**src/rtl/fifo_drain_ctrl_pkg.sv**
```systemverilog
// Shared definitions for the FIFO read-side drain controller.
// Holds FIFO geometry, the controller state encoding and the skid-credit helper.
package fifo_drain_ctrl_pkg;

    localparam int unsigned FIFO_DW    = 8;
    localparam int unsigned FIFO_DEPTH = 16;
    localparam int unsigned SKID_DEPTH = 2;
    localparam int unsigned OCC_W      = 2;

    typedef enum logic [1:0] {
        ST_IDLE  = 2'd0,
        ST_RUN   = 2'd1,
        ST_FLUSH = 2'd2,
        ST_DONE  = 2'd3
    } drain_state_e;

    // A new read may issue only if the byte it returns still has a skid slot after this cycle's pop.
    function automatic logic skid_credit_ok(input logic [OCC_W-1:0] occ,
                                            input logic             inflight,
                                            input logic             pop);
        return (3'(occ) + 3'(inflight)) < (3'(SKID_DEPTH) + 3'(pop));
    endfunction

endpackage

```
**src/rtl/fifo_drain_ctrl_skid.sv**
```systemverilog
// Two-entry FIFO-ordered skid buffer; head entry and valid are driven straight from flops.
module fifo_drain_ctrl_skid
    import fifo_drain_ctrl_pkg::*;
#(
    parameter int unsigned DW = FIFO_DW
) (
    input  logic             clk,
    input  logic             reset,
    input  logic             clear,
    input  logic             push,
    input  logic [DW-1:0]    push_data,
    input  logic             pop,
    output logic [OCC_W-1:0] occ,
    output logic             m_valid,
    output logic [DW-1:0]    m_data
);

    logic [OCC_W-1:0] occ_q, occ_d;
    logic [DW-1:0]    head_q, head_d;
    logic [DW-1:0]    tail_q, tail_d;
    logic             valid_q, valid_d;
    logic             pop_ok_c;

    assign pop_ok_c = pop && (occ_q != '0);

    always_comb begin
        occ_d  = occ_q;
        head_d = head_q;
        tail_d = tail_q;
        if (clear) begin
            occ_d = '0;
        end else begin
            case ({push, pop_ok_c})
                2'b10: begin
                    if (occ_q == '0) begin
                        head_d = push_data;
                    end else begin
                        tail_d = push_data;
                    end
                    if (occ_q != OCC_W'(SKID_DEPTH)) begin
                        occ_d = occ_q + OCC_W'(1);
                    end
                end
                2'b01: begin
                    head_d = tail_q;
                    occ_d  = occ_q - OCC_W'(1);
                end
                2'b11: begin
                    // Occupancy unchanged; the new byte lands behind whatever stays.
                    if (occ_q == OCC_W'(1)) begin
                        head_d = push_data;
                    end else begin
                        head_d = tail_q;
                        tail_d = push_data;
                    end
                end
                default: ;
            endcase
        end
        valid_d = (occ_d != '0);
    end

    always_ff @(posedge clk) begin
        if (reset) begin
            occ_q   <= '0;
            head_q  <= '0;
            tail_q  <= '0;
            valid_q <= 1'b0;
        end else begin
            occ_q   <= occ_d;
            head_q  <= head_d;
            tail_q  <= tail_d;
            valid_q <= valid_d;
        end
    end

    assign occ     = occ_q;
    assign m_valid = valid_q;
    assign m_data  = head_q;

endmodule

```
**src/rtl/fifo_drain_ctrl.sv**
```systemverilog
// Drains a requested number of bytes from the synchronous FIFO onto a valid/ready stream,
// hiding the FIFO read latency behind a two-entry skid buffer.
module fifo_drain_ctrl
    import fifo_drain_ctrl_pkg::*;
#(
    parameter int unsigned DW = FIFO_DW,
    parameter int unsigned CW = 8
) (
    input  logic          clk,
    input  logic          reset,
    input  logic          start,
    input  logic [CW-1:0] burst_len,
    input  logic          abort,
    input  logic          fifo_empty,
    input  logic [DW-1:0] fifo_dout,
    output logic          fifo_rd_en,
    output logic          m_valid,
    output logic [DW-1:0] m_data,
    input  logic          m_ready,
    output logic          busy,
    output logic          done,
    output logic [CW-1:0] rd_count
);

    drain_state_e     state_q, state_d;
    logic [CW-1:0]    remaining_q, remaining_d;
    logic [CW-1:0]    rd_count_q, rd_count_d;
    logic             inflight_q, inflight_d;
    logic             busy_q, busy_d;
    logic             done_q, done_d;

    logic             rd_en_c;
    logic             pop_c;
    logic             push_c;
    logic             buf_clear_c;
    logic [OCC_W-1:0] occ;

    assign pop_c = m_valid && m_ready;

    always_comb begin
        state_d     = state_q;
        remaining_d = remaining_q;
        rd_count_d  = rd_count_q;
        inflight_d  = 1'b0;
        rd_en_c     = 1'b0;
        push_c      = inflight_q;
        buf_clear_c = 1'b0;

        if (pop_c) begin
            rd_count_d = rd_count_q + CW'(1);
        end

        if (abort) begin
            // Drop everything already read; bytes delivered so far stay counted.
            state_d     = ST_IDLE;
            remaining_d = '0;
            push_c      = 1'b0;
            buf_clear_c = 1'b1;
        end else begin
            case (state_q)
                ST_IDLE: begin
                    if (start) begin
                        rd_count_d = '0;
                        if (burst_len != '0) begin
                            state_d     = ST_RUN;
                            remaining_d = burst_len;
                        end else begin
                            state_d = ST_DONE;
                        end
                    end
                end
                ST_RUN: begin
                    rd_en_c = !reset && !fifo_empty && (remaining_q != '0) &&
                              skid_credit_ok(occ, inflight_q, pop_c);
                    if (rd_en_c) begin
                        remaining_d = remaining_q - CW'(1);
                        inflight_d  = 1'b1;
                        if (remaining_q == CW'(1)) begin
                            state_d = ST_FLUSH;
                        end
                    end
                end
                ST_FLUSH: begin
                    // Finish once the buffer is empty after this edge and nothing is in flight.
                    if (!inflight_q && ((occ == '0) || ((occ == OCC_W'(1)) && pop_c))) begin
                        state_d = ST_DONE;
                    end
                end
                ST_DONE: begin
                    state_d = ST_IDLE;
                end
                default: begin
                    state_d = ST_IDLE;
                end
            endcase
        end

        busy_d = (state_d == ST_RUN) || (state_d == ST_FLUSH);
        done_d = (state_d == ST_DONE);
    end

    always_ff @(posedge clk) begin
        if (reset) begin
            state_q     <= ST_IDLE;
            remaining_q <= '0;
            rd_count_q  <= '0;
            inflight_q  <= 1'b0;
            busy_q      <= 1'b0;
            done_q      <= 1'b0;
        end else begin
            state_q     <= state_d;
            remaining_q <= remaining_d;
            rd_count_q  <= rd_count_d;
            inflight_q  <= inflight_d;
            busy_q      <= busy_d;
            done_q      <= done_d;
        end
    end

    fifo_drain_ctrl_skid #(
        .DW (DW)
    ) u_skid (
        .clk       (clk),
        .reset     (reset),
        .clear     (buf_clear_c),
        .push      (push_c),
        .push_data (fifo_dout),
        .pop       (pop_c),
        .occ       (occ),
        .m_valid   (m_valid),
        .m_data    (m_data)
    );

    assign fifo_rd_en = rd_en_c;
    assign busy       = busy_q;
    assign done       = done_q;
    assign rd_count   = rd_count_q;

endmodule

```
**config.mk**
```make
export PLATFORM = sky130hd
export DESIGN_NAME = fifo_drain_ctrl
export DESIGN_NICKNAME = d
export VERILOG_FILES = /design/src/rtl/fifo_drain_ctrl_pkg.sv /design/src/rtl/fifo_drain_ctrl_skid.sv /design/src/rtl/fifo_drain_ctrl.sv
export SDC_FILE = /design/constraint.sdc
export NUM_CORES = 1
export LEC_CHECK = 0
export CAP_MARGIN = 20
export CORE_MARGIN = 5
export CORE_UTILIZATION = 50
export DETAILED_ROUTE_END_ITERATION = 10
export PLACE_DENSITY = 0.86
export SYNTH_ARGS = -nofsm -noshare
export SYNTH_HDL_FRONTEND = slang
export SYNTH_SLANG_ARGS = --single-unit
```
**constraint.sdc**
```tcl
create_clock -name clk -period 3.9 [get_ports clk]
set_input_delay 0.78 -clock clk [delete_from_list [all_inputs] [get_ports clk]]
set_output_delay 0.78 -clock clk [all_outputs]
set_load 0.005 [all_outputs]
```
After elaboration in Yosys (flattened, before gate mapping)
Index checks and enable logic that the tools add are counted.
{ "word_totals": {"output_inout_bits": 20, "register_bits": 40, "inputBits": 22} }
{ "op_classes": {"n_reduce_logical": 26, "eq_ne": 18, "n_bitwise": 2, "addsub": 6, "mux": 29, "order_cmp": 1} }
{ "ops": {"columns": ["op", "count"], "rows": [
  ["2-to-1 mux 8 bit", 11],
  ["case mux 8 bit (2 select lines)", 2],
  ["case mux 8 bit (3 select lines)", 1],
  ["2-to-1 mux 2 bit", 8],
  ["nonzero test 8 bit", 2],
  ["inequality test 2 bit, second input constant", 7],
  ["equality test 2 bit, second input constant", 6],
  ["adder 8 x 1 -> 8 bit, second input constant", 1],
  ["equality test 2 x 1 -> 1 bit, second input constant", 4],
  ["equality test 8 x 1 -> 1 bit, second input constant", 1],
  ["case mux 2 bit (4 select lines)", 1],
  ["AND reduction 4 bit", 2],
  ["nonzero test 2 bit", 4],
  ["subtractor 8 x 1 -> 8 bit, second input constant", 1],
  ["logical AND 1 bit", 7],
  ["2-to-1 mux 1 bit", 5],
  ["zero test 2 bit", 2],
  ["case mux 2 bit (2 select lines)", 1],
  ["adder 2 x 1 -> 3 bit", 1],
  ["adder 2 x 1 -> 3 bit, first input constant", 1],
  ["zero test 1 bit", 3],
  ["less-than comparator 3 bit", 1],
  ["AND reduction 3 bit", 1],
  ["nonzero test 3 bit", 1],
  ["other kinds (6)", 8]
]} }

Logic depth before layout (Yosys ltp)
Gate-level depths: netlist (run 1).
{ "depth": {"ltp_word": 9, "ltp_mapped": 10, "mapped_depth_nobuf": 9} }

Modules after synthesis
From an unflattened synthesis (run 1), not the netlist that was laid out.
{ "unflattened": {"hier_cells": 261, "area_unflattened_um2": 2343.5} }
{ "by_module_without_submodules": {"columns": ["module", "seq_area_each_um2", "area_each_um2", "instances", "cells_per_inst"], "rows": [
  ["fifo_drain_ctrl", 420.4, 1249.9, 1, 143],
  ["fifo_drain_ctrl_skid", 380.4, 1093.5, 1, 118]
]} }

Worst setup path before layout (run 1)
Ideal clock, no wire load.
{ "synth_timing": {"path_kind": "input -> register", "from": "in abort", "to": "reg u_skid.head_q[6] (netlist: u_skid.m_data[6])", "required_ps": 3814, "setup_slack_ps": 1276, "arrival_time_ps": 2538, "cell_stages": 9, "cell_sequence": "clkbuf_1 > nand2b_1 > inv_1 > ha_1 > nor2b_1 > nor3_1 > buf_2 > nor2_1 > a211oi_1"} }
{ "synth_via": {"elab_chain_cells": 4, "word_cells_on_any_way": 10, "cone_classes": "eq/ne: 4; mux: 3; bitwise: 1; reduce/logical: 2"} }
{ "synth_lines": {"columns": ["element", "line_no", "text"], "rows": [
  ["from (decl)", "fifo_drain_ctrl.sv:13", "input logic abort,"],
  ["2-to-1 mux 1 bit", "fifo_drain_ctrl.sv:53", "if (abort) begin"],
  ["equality test 2 bit or equality test 2 x 1 -> 1 bit (tied branches)", "fifo_drain_ctrl_skid.sv:33", "case ({push, pop_ok_c})"],
  ["inequality test 2 bit (no line) or nonzero test 3 bit (tied branches)", null, null],
  ["AND reduction 3 bit (no line)", null, null],
  ["to (signal assigned)", "fifo_drain_ctrl_skid.sv:66", "head_q <= '0;"],
  ["to (signal assigned)", "fifo_drain_ctrl_skid.sv:71", "head_q <= head_d;"],
  ["to (decl)", "fifo_drain_ctrl_skid.sv:19", "logic [DW-1:0] head_q, head_d;"]
]} }
Parallel ways exist; a longest one is shown, timed or not.
A chain may end at the register's enable or synchronous reset.

Worst setup path in the final report (run 1)
{ "layout_timing": {"from": "in m_ready", "to": "out fifo_rd_en"} }
{ "layout_via": {"elab_chain_cells": 6} }
{ "layout_lines": {"columns": ["element", "line_no", "text"], "rows": [
  ["from (decl)", "fifo_drain_ctrl.sv:19", "input logic m_ready,"],
  ["logical AND 1 bit", "fifo_drain_ctrl.sv:38", "assign pop_c = m_valid && m_ready;"],
  ["adder 2 x 1 -> 3 bit", "fifo_drain_ctrl_pkg.sv:21", "return (3'(occ) + 3'(inflight)) < (3'(SKID_DEPTH) + 3'(pop));"],
  ["less-than comparator 3 bit", "fifo_drain_ctrl_pkg.sv:21", null],
  ["logical AND 1 bit", "fifo_drain_ctrl.sv:73", "rd_en_c = !reset && !fifo_empty && (remaining_q != '0) &&"],
  ["2-to-1 mux 1 bit", "fifo_drain_ctrl.sv:60", "case (state_q)"],
  ["2-to-1 mux 1 bit", "fifo_drain_ctrl.sv:53", null],
  ["to (decl)", "fifo_drain_ctrl.sv:16", "output logic fifo_rd_en,"]
]} }
Every way passes these cells.

==> flow_summary.toml, run 1 <==
[route]
wl_per_cell_um = 14.3
drtIter0Drc = 124
drc = 0
dr.pass1.iters = 6
finalWirelength_mm = 4.72
ant_nets = 0
vias = 1842
vias_per_cell = 5.56

[synthesis]
seq_area_frac_synth_pct = 38.5
netlist_area_um2 = 2080
netlist_instances = 237
yosys_warnings = 0
netlist_top_cells_area = "dfxtp_1 39%, ha_1 8.4%, nor2_1 7.9%"
async_flop_share_pct = 0
synth-main-ff-cell = "dfxtp_1"
synth.net_count = 273
ys_types = 40
syn_area_per_cell_um2 = 8.77
ys_ff_latch = 40
synth_top_area_share_pct = 38.5
synth_top_cell_by_area = "dfxtp_1"
synth_edf_count = 0

[sta]
finalSetupTns_ps = 0
setup_viol = 0
finalHoldViolations = 0
max_freq_mhz = 289
worstMarginPinSlew_ps = 606
finClkSkew_ps = 9.90
period_share_pct = 88.6
worst_hold_slack_ps = 502
finalMaxSlewViolations = 0
finalCriticalPeriod_ps = 3460
rsz0062_at_grt = "no"
slew_headroom_pct = 59.5

[clocking]
clk_pin_slew_ps = 80
h-tree-depth = 2
cts-root-buf = "clkbuf_8"
clk_latency_ps = 290
ctsResizeCount = 0
postCtsSetupRepairBufs = 0
cts_hold_buf = 0
cts_tree = "yes"
cts_buffers = 5
cts.sinks = 40
clk_path_buf_depth = 2

[setup_path]
reg2reg_slack_ps = 1440
critPathLaunchType = "input port"
worst-path-buf-inv = 2
critPathTopFamily = "buffers and inverters"
endpoint = "fifo_rd_en"
crit_cells = 6
required_ps = 3120
crit_type = "input port to primary output"
reg2reg_from = "u_skid.occ[0]"
r2r_end = "u_skid.tail_q[6]"
crit_path_start = "m_ready"
crit_fanout = 4
cpMostUsedCell = "clkdlybuf4s50_1"
critical-path-max-stage-delay_ps = 510
worstPathCellList = "clkdlybuf4s50_1 > nand3b_1 > a2111oi_4 > nand3_1 > nor2_1 > clkdlybuf4s50_1"
cpMaxStageDelayCell = "clkdlybuf4s50_1"
crit_arrival_ps = 2680
end_kind = "primary output"
worst_r2r_path_depth = 9

[final_layout]
fin_util_pct = 65.2
nNetsFinal = 317
syn_to_final_growth_pct = 26.4
fillCellCount = 352
drive_above_1_share_pct = 7.47
diodes = 0

[hold_path]
holdPathStages = 2
hold_path.class = "register to register"

[placement]
place_congestion = 0.896
dp_hpwl_mm = 3.36
portBuffers = 41

[pwr]
powerDensity_nw_per_um2 = 297
p_leak_nw = 1.05
power_mw = 0.779
ir_worst_vdd_uv = 249

[run]
maxCapViolCount = 0

[grt]
grt_pass1_vias = 1710
grtUsageTotal_pct = 18.4
grt-ovfl-total = 0
grt_pass1_wl_mm = 7.86
antenna_found_initial = 0
grt_max_degree = 23

[floorplan]
rows = 23
die_area_um2 = 5550
floorplan.initialDensity_pct = 51.6
io_pins = 42
core-area_um2 = 4030
die_w_um = 74.5
dieHeight_um = 74.5

[run_status]
status = "finished, final reports clean"
[placed cells by master (no fill, tap or decap), drive strengths merged, types with 2 or more instances in the layout]
cell type      instances
clkbuf                 5
nand2                 18
nor2b                  6
and4                   2
inv                    7
ha                    14
nand4                  2
nand2b                 3
a22oi                  9
buf                    5
a21oi                 15
nor3                   6
dfxtp                 40
nand3                  6
a211oi                10
nor4                   4
mux2i                  9
xnor2                  3
xor2                   9
nor2                  44
a31oi                  4
clkdlybuf4s50         41
a211o                  5
[cell usage after synthesis, drive strengths merged, types with 5 or more instances]
master	count
a21oi	15
mux2i	9
dfxtp	40
nand3	6
nor3	6
inv	7
nand2	18
a211oi	10
a211o	5
a22oi	9
nor2b	6
ha	14
xor2	9
nor2	44
clkbuf	6
[flip-flops by register name, indices dropped and copies added (netlist names), 2 cells and up]
register,count
u_skid.tail_q,8
remaining_q,8
u_skid.m_data,8
state_q,2
u_skid.occ,2
rd_count,8
[report_power, final]
part | switching [mW] | total (mW) | internal, mW
combinational | 0.0455 | 0.0935 | 0.0480
sequential | 0.00696 | 0.420 | 0.413
clock | 0.145 | 0.266 | 0.121
total | 0.197 | 0.779 | 0.582
[worst min-delay path: cells and delay by family (launching register included)]
| family | cells | cell delay [ps] |
|---|---|---|
| and+or+nand+nor | 1 | 90 |
| DFF | 1 | 310 |
| AOI/OAI and AO/OA | 1 | 50 |
[cell type report]
cell class | instances | area (um2) | share of cell area (%)
Multi-Input combinational cell | 181 | 1210 | 46.0
Sequential cell | 40 | 801 | 30.5
Timing Repair Buffer | 46 | 448 | 17.0
Clock buffer | 5 | 68.8 | 2.62
Tap cell | 50 | 62.6 | 2.38
Inverter | 7 | 26.3 | 1.00
Clock inverter | 2 | 12.5 | 0.476
[stage by stage]
stage,worst slack (ps),area (um2),instances
floorplan,1280,2080,237
global placement,438,2550,324
detailed placement,435,2550,324
CTS,423,2630,331
global route,336,2630,331
finish,443,2630,331
[kinds of logic after synthesis]
logic type,count (synthesis),synth area share (%)
XOR/XNOR,12,5.05
adder cells (fa/ha/maj),14,8.42
flip-flops,40,38.5
multiplexers,9,4.33
AO/OA/AOI/OAI,49,17.9
buffers and inverters,16,3.37
AND/OR/NAND/NOR,97,22.4
[routing by layer]
metal | track usage, % | vias to the layer above | share of wire, %
li1 | - | 924 | -
met1 | 24.7 | 849 | 45
met2 | 28.3 | 60 | 47
met3 | 3.65 | 9 | 5.8
met4 | 8.89 | 0 | 1.8
met5 | 0 | - | 0
[how the worst min path moves through the flow]
stage                           startpoint               end
after floorplan           u_skid.tail_q[0]  u_skid.tail_q[0]
after global placement    u_skid.tail_q[1]  u_skid.tail_q[1]
after detailed placement  u_skid.tail_q[0]  u_skid.tail_q[0]
after CTS                 u_skid.m_data[7]  u_skid.m_data[7]
after global routing      u_skid.tail_q[3]  u_skid.tail_q[3]
final                     u_skid.m_data[7]  u_skid.m_data[7]
Note: power is estimated with default switching activity, not from simulation.
==> run 2: changes to the inputs <==
--- a/config.mk
+++ b/config.mk
@@ -5,6 +5,7 @@
 export SDC_FILE = /design/constraint.sdc
 export NUM_CORES = 1
 export LEC_CHECK = 0
+export ABC_CLOCK_PERIOD_IN_PS = 4200
 export CAP_MARGIN = 20
 export CORE_MARGIN = 5
 export CORE_UTILIZATION = 50
==> constraint.sdc (replaced) <==
create_clock -name clk -period 4.2 [get_ports clk]
set_input_delay 0.84 -clock clk [delete_from_list [all_inputs] [get_ports clk]]
set_output_delay 0.84 -clock clk [all_outputs]
set_load 0.005 [all_outputs]
==> run 2 against run 1 <==
Effect of this change:
- routed wire length shrank 2.9%
- critical path type unchanged
- sequential share of layout area fell by 0.058 points
- highest routed layer unchanged
- combinational power down 8.1%
- non-clock buffer count decreased by 1
==> flow_summary.toml, run 2 (synthesis gave the netlist of run 1 again) <==
[floorplan]
rows = 23
dieHeight_um = 74.5
core-area_um2 = 4030
die_area_um2 = 5550
io_pins = 42
floorplan.initialDensity_pct = 51.6
die_w_um = 74.5

[setup_path]
critPathLaunchType = "input port"
crit_fanout = 4
end_kind = "primary output"
r2r_end = "u_skid.tail_q[6]"
required_ps = 3360
reg2reg_slack_ps = 1810
crit_arrival_ps = 2750
reg2reg_from = "u_skid.occ[0]"
worst_r2r_path_depth = 9
crit_type = "input port to primary output"

[sta]
finalHoldViolations = 0
finClkSkew_ps = 9.72
finalSetupTns_ps = 0
max_freq_mhz = 279
finalCriticalPeriod_ps = 3590
timing.final.ws_setup_ps = 612
period_share_pct = 85.4
slew_headroom_pct = 59.3
rsz0062_at_grt = "no"
setup_viol = 0
worstMarginPinSlew_ps = 609
finalMaxSlewViolations = 0

[clocking]
cts_buffers = 5
clk_latency_ps = 290
h-tree-depth = 2
cts_hold_buf = 0
clk_path_buf_depth = 2
cts-root-buf = "clkbuf_8"
cts_tree = "yes"
ctsResizeCount = 0
clk_pin_slew_ps = 70
postCtsSetupRepairBufs = 0
cts.sinks = 40

[placement]
portBuffers = 41
dp_hpwl_mm = 3.43
place_congestion = 0.920
dp_slack_ps = 600

[final_layout]
diodes = 0
syn_to_final_growth_pct = 26.6
multi_input_area_um2 = 1210
regArea_um2 = 801
drive_above_1_share_pct = 7.12
fillCellCount = 348
nNetsFinal = 316
layout.cells.most_common_list = "44 x nor2_1, 41 x clkdlybuf4s50_1, 40 x dfxtp_1"
layout_commonest_cell = "nor2_1"

[pwr]
powerDensity_nw_per_um2 = 282
p_leak_nw = 1.05
ir_worst_vdd_uv = 184

[hold_path]
hold_end = "u_skid.tail_q[4]"
hold_path.class = "register to register"
holdPathStages = 2
hold_start = "u_skid.tail_q[4]"

[grt]
grtUsageTotal_pct = 18.1
grt_max_degree = 23
gr-usage-met3_pct = 5.14
antenna_found_initial = 0
grt_util_met1_pct = 22.6
grt-ovfl-total = 0
met2_usage_pct = 30.2
grt_pass1_vias = 1740
grt_pass1_wl_mm = 7.80
top_usage_layer = "met2"

[run]
maxCapViolCount = 0

[route]
ant_nets = 0
dr.pass1.iters = 4
vias = 1828
wl_per_cell_um = 13.8
finalWirelength_mm = 4.58
drtIter0Drc = 92
vias_per_cell = 5.52
drc = 0

[run_status]
status = "finished, final reports clean"
run 2: cell count changes in the layout (fill, tap and decap cells not counted):
cell | previous run | this run
clkinv_2 | 1 | 0
clkbuf_1 | 0 | 1
buf_4 | 5 | 4
clkbuf_8 | 5 | 6
run 2: power breakdown:
| part | leakage (nW) | total, mW | switching [mW] | internal, mW |
|---|---|---|---|---|
| registers | 0.323 | 0.390 | 0.00647 | 0.383 |
| logic | 0.684 | 0.0859 | 0.0420 | 0.0439 |
| clock network | 0.0445 | 0.265 | 0.132 | 0.133 |
run 2: how the worst max path moves through the flow:
| stage | from | endpoint | slack [ps] | depth (start not counted) |
|---|---|---|---|---|
| finish | m_ready | fifo_rd_en | 610 | 6 |
| global route | m_ready | fifo_rd_en | 510 | 6 |
| CTS | m_ready | fifo_rd_en | 600 | 6 |
| detailed placement | m_ready | fifo_rd_en | 600 | 6 |
| global placement | m_ready | fifo_rd_en | 610 | 6 |
| floorplan | abort | u_skid.m_data[6] | 1520 | 9 |
run 2: stage by stage:
stage	cell area (um2)	cells	util, %	power [mW]	hold WS [ps]
after floorplan	2080	237	-	0.449	464
after global routing	2630	331	65.3	0.769	524
after CTS	2630	331	65.3	0.745	504
after detailed placement	2540	323	63.0	0.484	486
after global placement	2540	323	63.0	0.482	476
final	2630	331	65.3	0.741	495
run 2: routing by layer:
layer	routed length [um]	up-vias	share of wire [%]
met4	58	0	1.3
met3	237	7	5.2
met1	2040	862	45
met2	2240	38	49
li1	-	921	-
met5	0	-	0
run 2: worst max-delay path: stages:
cell and delay (ps):
clkdlybuf4s50_1 510, nand3b_1 130, a2111oi_4 470, nand3_1 160, nor2_1 130, clkdlybuf4s50_1 510
run 2: cell type report:
type,count,area share (%)
Inverter,7,0.998
Clock buffer,7,3.28
Clock inverter,1,0.285
Sequential cell,40,30.4
Tap cell,50,2.38
Multi-Input combinational cell,181,45.9
Timing Repair Buffer,45,16.7
==> run 3: changes to the inputs <==
--- a/config.mk
+++ b/config.mk
@@ -8,9 +8,9 @@
 export ABC_CLOCK_PERIOD_IN_PS = 4200
 export CAP_MARGIN = 20
 export CORE_MARGIN = 5
-export CORE_UTILIZATION = 50
+export CORE_UTILIZATION = 55
 export DETAILED_ROUTE_END_ITERATION = 10
-export PLACE_DENSITY = 0.86
+export PLACE_DENSITY = 0.93
 export SYNTH_ARGS = -nofsm -noshare
 export SYNTH_HDL_FRONTEND = slang
 export SYNTH_SLANG_ARGS = --single-unit
==> run 3 against run 2 <==
Effect of this change:
- final cell count is 0.60% lower
- utilization is 6.4 points higher
- power is 1.2% lower
- critical path depth stayed put
- sequential power hardly changed
- global-route usage is 0.12 points higher
- sequential cell count stayed put
- non-clock buffer count stayed put
- die area is 7.9% lower
- routed wire length is 2.8% lower
- largest cell class unchanged
- largest power group unchanged
==> flow_summary.toml, run 3 (synthesis gave the netlist of run 1 again) <==
[run_status]
status = "finished, final reports clean"

[grt]
grtUsageTotal_pct = 18.2
grt-ovfl-total = 0
grt_pass1_vias = 1730
grt_max_degree = 23
grt_pass1_wl_mm = 7.42
antenna_found_initial = 0

[pwr]
powerDensity_nw_per_um2 = 279
ir_worst_vdd_uv = 191
intPower_mw = 0.561
p_seq_share_pct = 53.2
switchingPower_mw = 0.171
p_comb_share_pct = 11.8
switching_share_pct = 23.4
clockPowerShare_pct = 35.0
p_leak_nw = 1.05
power_mw = 0.733

[sta]
setup_viol = 0
max_freq_mhz = 275
timing.final.ws_setup_ps = 568
period_share_pct = 86.5
finalCriticalPeriod_ps = 3630
finalMaxSlewViolations = 0
finalSetupTns_ps = 0
worstMarginPinSlew_ps = 630
finalHoldViolations = 0
finClkSkew_ps = 11.3
rsz0062_at_grt = "no"
slew_headroom_pct = 57.9

[setup_path]
crit_type = "input port to primary output"
crit_arrival_ps = 2790
critPathLaunchType = "input port"
end_kind = "primary output"
crit_fanout = 4
required_ps = 3360

[route]
vias = 1809
finalWirelength_mm = 4.46
vias_per_cell = 5.50
ant_nets = 0
wl_per_cell_um = 13.5
dr.pass1.iters = 4
drc = 0
drtIter0Drc = 160

[final_layout]
syn_to_final_growth_pct = 26.3
fillCellCount = 284
drive_above_1_share_pct = 6.76
layout.cells.most_common_list = "44 x nor2_1, 41 x clkdlybuf4s50_1, 40 x dfxtp_1"
layout_commonest_cell = "nor2_1"
nNetsFinal = 316
diodes = 0
fin_util_pct = 71.7
finalInstanceArea_um2 = 2630

[floorplan]
die_w_um = 71.5
floorplan.initialDensity_pct = 56.8
rows = 22
io_pins = 42
core-area_um2 = 3660
die_area_um2 = 5110
dieHeight_um = 71.5

[clocking]
clk_path_buf_depth = 2
ctsResizeCount = 0
cts_tree = "yes"
cts_buffers = 5
cts.sinks = 40
cts-root-buf = "clkbuf_8"
h-tree-depth = 2
clk_pin_slew_ps = 70
cts_hold_buf = 0
postCtsSetupRepairBufs = 0
clk_latency_ps = 290

[placement]
place_congestion = 0.834
portBuffers = 41
dp_hpwl_mm = 3.27
dp_slack_ps = 567
dpl_cell_area_um2 = 2540

[run]
maxCapViolCount = 0

[hold_path]
hold_path.class = "register to register"
## run 3: cell types whose count changed in the layout (fill, tap and decap cells not counted), sizes merged
cell,change
clkinvlp,-1
clkbuf,+1
## run 3: final timing paths
| check | from | endpoint | slack, ps | cells after the start |
|---|---|---|---|---|
| worst max-delay path | m_ready | fifo_rd_en | 570 | 6 |
| worst min-delay path | u_skid.tail_q[1] | u_skid.tail_q[1] | 500 | 2 |
| worst max register to register | u_skid.occ[0] | u_skid.tail_q[6] | 1760 | 9 |
| worst min register to register | u_skid.tail_q[1] | u_skid.tail_q[1] | 500 | 2 |
## run 3: power groups by stage
stage                     combinational [mW]  clock (mW)  sequential (mW)
after floorplan                       0.0522           0            0.397
after CTS                             0.0862       0.264            0.390
after global placement                0.0834           0            0.398
after detailed placement              0.0853           0            0.398
after global routing                  0.0945       0.283            0.390
final                                 0.0865       0.256            0.390
## run 3: cell type report
| type | instances | area, um2 | share of cell area, % |
|---|---|---|---|
| clock buffers | 8 | 90.1 | 3.43 |
| inverters | 7 | 26.3 | 1.00 |
| multi-input cells | 181 | 1210 | 46.0 |
| flip-flops and latches | 40 | 801 | 30.5 |
| well taps | 48 | 60.1 | 2.29 |
| repair buffers | 45 | 440 | 16.8 |
## run 3: worst max-delay path, stage by stage
cell             delay (ps)
clkdlybuf4s50_1         520
nand3b_1                140
a2111oi_4               480
nand3_1                 160
nor2_1                  130
clkdlybuf4s50_1         520
## run 3: metal layers
layer	GRT usage, %	up-vias	share of wire (%)
li1	-	914	-
met2	32.7	52	52
met1	19.5	835	41
met5	0	-	0
met4	10.2	0	1.5
met3	3.93	8	5.5
## run 3: metrics by stage
stage | instances | hold slack, ps
after detailed placement | 321 | 487
after CTS | 329 | 503
after global placement | 321 | 475
after floorplan | 237 | 464
after global routing | 329 | 531
final | 329 | 499
